**src/rtl/irq_tick_gen.sv**
```systemverilog
// Multi-channel periodic interrupt generator: per-channel tick counters set sticky
// pending/overrun flags; a registered, maskable aggregate irq and lowest-index id follow.
module irq_tick_gen #(
  parameter int unsigned CHANNELS = 4,
  parameter int unsigned WIDTH    = 16,
  localparam int unsigned IDW     = (CHANNELS > 1) ? $clog2(CHANNELS) : 1
) (
  input  logic                      clk,
  input  logic                      rst_n,
  input  logic [CHANNELS-1:0]       enable,
  input  logic [CHANNELS*WIDTH-1:0] period,
  input  logic [CHANNELS-1:0]       mask,
  input  logic [CHANNELS-1:0]       ack,
  output logic [CHANNELS-1:0]       pending,
  output logic [CHANNELS-1:0]       overrun,
  output logic                      irq,
  output logic [IDW-1:0]            irq_id
);

  logic [WIDTH-1:0]    cnt [CHANNELS];
  logic [CHANNELS-1:0] tick_c;
  logic [CHANNELS-1:0] pending_nxt_c;
  logic [CHANNELS-1:0] overrun_nxt_c;
  logic [CHANNELS-1:0] active_c;
  logic                irq_nxt_c;
  logic [IDW-1:0]      id_nxt_c;

  // Tick on >= so a period lowered below the running count fires immediately.
  always_comb begin
    tick_c = '0;
    for (int i = 0; i < int'(CHANNELS); i++) begin
      tick_c[i] = enable[i] && (cnt[i] >= period[i*WIDTH +: WIDTH]);
    end
  end

  // A tick beats a same-cycle ack; the ack still consumes any prior overrun.
  always_comb begin
    pending_nxt_c = tick_c | (pending & ~ack);
    overrun_nxt_c = (tick_c & pending & ~ack) | (overrun & ~ack);
  end

  // Lowest-index unmasked pending channel wins.
  always_comb begin
    active_c  = pending & ~mask;
    irq_nxt_c = |active_c;
    id_nxt_c  = '0;
    for (int i = int'(CHANNELS) - 1; i >= 0; i--) begin
      if (active_c[i]) begin
        id_nxt_c = IDW'(i);
      end
    end
  end

  always_ff @(posedge clk or negedge rst_n) begin
    if (!rst_n) begin
      for (int i = 0; i < int'(CHANNELS); i++) begin
        cnt[i] <= '0;
      end
    end else begin
      for (int i = 0; i < int'(CHANNELS); i++) begin
        if (!enable[i] || tick_c[i]) begin
          cnt[i] <= '0;
        end else begin
          cnt[i] <= cnt[i] + WIDTH'(1);
        end
      end
    end
  end

  always_ff @(posedge clk or negedge rst_n) begin
    if (!rst_n) begin
      pending <= '0;
      overrun <= '0;
      irq     <= 1'b0;
      irq_id  <= '0;
    end else begin
      pending <= pending_nxt_c;
      overrun <= overrun_nxt_c;
      irq     <= irq_nxt_c;
      irq_id  <= id_nxt_c;
    end
  end

endmodule

```
**config.mk**
```make
export PLATFORM = sky130hd
export DESIGN_NAME = irq_tick_gen
export DESIGN_NICKNAME = d
export VERILOG_FILES = /design/src/rtl/irq_tick_gen.sv
export SDC_FILE = /design/constraint.sdc
export NUM_CORES = 1
export LEC_CHECK = 0
export CAP_MARGIN = 5
export CORE_MARGIN = 4
export CORE_UTILIZATION = 58
export DETAILED_ROUTE_END_ITERATION = 8
export PLACE_DENSITY = 0.87
export SLEW_MARGIN = 20
export SYNTH_ARGS = -nofsm -noshare
export SYNTH_HDL_FRONTEND = slang
export SYNTH_SLANG_ARGS = --single-unit
```
**constraint.sdc**
```tcl
create_clock -name clk -period 4.7 [get_ports clk]
set_clock_uncertainty 0.2 [all_clocks]
set_input_delay 1.41 -clock clk [delete_from_list [all_inputs] [get_ports clk]]
set_output_delay 1.41 -clock clk [all_outputs]
set_load 0.01 [all_outputs]
```
==> impl_results.md <==
* Peak supply drop at ~0.15 mV
* Startpoint types: primary input
* Yosys reg bits at 75
* Hold Slack at about 290 ps
* Post-synth EDFFs at 0
* Maxcap violations at 0
* Clk sink count at 75
* Total GRT Usage at 0.220
* Final Max Slew Viols at 0
* Iteration-0 DRC Markers at a little under 90
* Hold_buf cts at 0
* Worst setup path class: primary input to flop
* H-tree Lvls at 3
* Yosys cell types at 42
* # Post-CTS Setup Buffers at 0
* Run status: complete, no violations
* Final-stage net count at 800
* Initial core utilization at 0.601
* FFs w/ async S/R, synth at 1.00
* Syn Nets at just over 700
* Synth top area cells: dfrtp_1 (38%), ha_1 (17%), nor2_1 (7.1%)
* Sequential area share after synthesis at 0.376
* Vias per inst at 5.34
* Drt wl/cell at approximately 14 µm
* PortBufs at a little under 90
* Rows at 33
* Critical path fanouts, max at 16
* Area post-placement at 5970 µm²
* First-pass GRT wire length at 18100 µm
* Layout cells sized above 1 at 0.0381
* Met2 wire len at between 5000 and 6000 µm
* Clock latency on the worst-skew pair at 340 ps
* Top-count cell post-synth: nor2_1
* Syn avg cell area at slightly below 9 µm²
* Via count at around 4100
* Wire length on met3 at around 380 µm
* Period Utilization, post-route at 0.780
* Hpwl dp at 8430 µm
* PwrDens at a little over 200 nW/µm²
* Leakage at about 3.0 nW
* CP required at around 4800 ps
* Gr ovfl total at 0
* CTS root buffer: clkbuf_8
* Max layer used: met4
* Crit path DAT at ~3700 ps
* HP Class: flop to flop
* Die Ht at approximately 100 µm
* RSZ-0062 raised after global routing: false
* Measured slew at the worst slew-check pin at 926 ps
* Drt drc at 0
* Setup TNS at 0 ps
* YS warnings at 0
* Die X at roughly 100 µm
* First-pass iteration count of the detailed router at 4
* Antenna violations before repair at 0
* Crit path capture type: flop
* Final RePlAce weighted congestion at 0.852
* Vias in the first global route at roughly 4300
* Fmax at about 270 MHz
* Fin area at 6140 µm²
* TritonCTS clock tree: built
* Yosys top cell by area: dfrtp_1
* N_diodes at 0
* Antenna viol nets, final at 0
* M1 wire length at about 4500 µm
* Tmin final at between 3000 and 4000 ps
* Synth top cells by count: nor2_1 (95), inv_1 (83), dfrtp_1 (75)
* Wirelength, routed at between 10000 and 15000 µm
* Share of the synthesized area in the top cell type at 0.376
* Ports at 89
* Final setup fails at 0
* Final Hold Fails at 0
* Total CTS buffers at 9
* Synth-to-Final Area Change at 22.9%
* Netlist Area Pre-Place at about 5000 µm²
* Total power at about 1.3 mW
* Clk pin slew, worst setup/hold paths at around 70 ps
* Rel. slew slack at 0.383
* Core Region at around 8300 µm²
* Main synth FF type: dfrtp_1
* Cells after synthesis at between 500 and 600
* Clock Path Buffers at 2
* Die ar. at about 10000 µm²
* Largest net degree at the start of global routing at 76
* Post-cts sizing count at 0
-- cell type report --
type	count	area [µm²]
clock inverters	2	12.5
multi-input cells	397	2770
flip-flops and latches	75	1880
clock buffers	12	155
inverters	83	312
repair buffers	88	878
fillers	611	2160
well taps	105	131
-- state kept, by name, indices dropped and copies added (netlist names) --
name and flops:
cnt 64, irq 1, overrun 4, irq_id 2
pending 4
-- path summary, 6_finish.rpt --
| kind | cells past startpoint | endpoint | startpoint | slack [ps] |
|---|---|---|---|---|
| min in group asynchronous | 1 | cnt[8] | rst_n | 990 |
| setup / recovery | 8 | cnt[21] | period[42] | 1030 |
| hold reg to reg | 1 | overrun[3] | overrun[3] | 290 |
| hold / removal | 1 | overrun[3] | overrun[3] | 290 |
| max in group asynchronous | 1 | cnt[48] | rst_n | 2700 |
| setup reg to reg | 6 | cnt[21] | cnt[26] | 2180 |
-- logic make-up after synthesis --
family,after synthesis,synth area share
and+or+nand+nor,214,0.204
buffers and inverters,87,0.0689
DFF,75,0.376
adders and majority gates,68,0.170
AOI/OAI and AO/OA,59,0.0827
xor gates and xnor gates,56,0.0983
-- power by group --
| part | leakage [nW] | switching (mW) | internal, mW |
|---|---|---|---|
| combinational | 1.92 | 0.0765 | 0.0909 |
| clock | 0.0843 | 0.220 | 0.214 |
| sequential | 1.04 | 0.0126 | 0.654 |
| total | 3.04 | 0.309 | 0.959 |
-- cells in the final DEF, fill, tap and decap left out, types with 3 or more instances in the layout --
master            n
a21o_1            5
a32o_1            3
nor2_1           95
o21ai_0          11
nor2b_1           6
o211ai_1          4
a211oi_1          4
and3_1           10
nand2_1          29
xnor2_1          27
nand3_1          32
ha_1             68
nand4_1          18
xor2_1           29
nor3_1           11
a21oi_1          21
clkbuf_8         11
dfrtp_1          75
clkdlybuf4s50_1  87
inv_1            83
-- through the flow --
stage                util  std cells  setup slack (ps)
floorplan               -        559              1600
global placement    0.719        748               798
detailed placement  0.719        748               698
finish              0.739        762              1030
global route        0.739        762               882
CTS                 0.739        762              1050
-- layer usage --
| layer | GRT usage | vias to the layer above |
|---|---|---|
| met5 | 0 | - |
| met4 | 0.0705 | 0 |
| met3 | 0.0318 | 13 |
| met2 | 0.395 | 80 |
| met1 | 0.271 | 1921 |
| li1 | - | 2058 |
-- critical path: stages --
cell             delay (ps)
clkdlybuf4s50_1         450
inv_1                    40
ha_1                    320
a21oi_1                 160
a211oi_1                 90
nor3_1                  340
nand4_1                 610
nor2_1                  290
No activity file was read; power rests on OpenSTA's default activity.
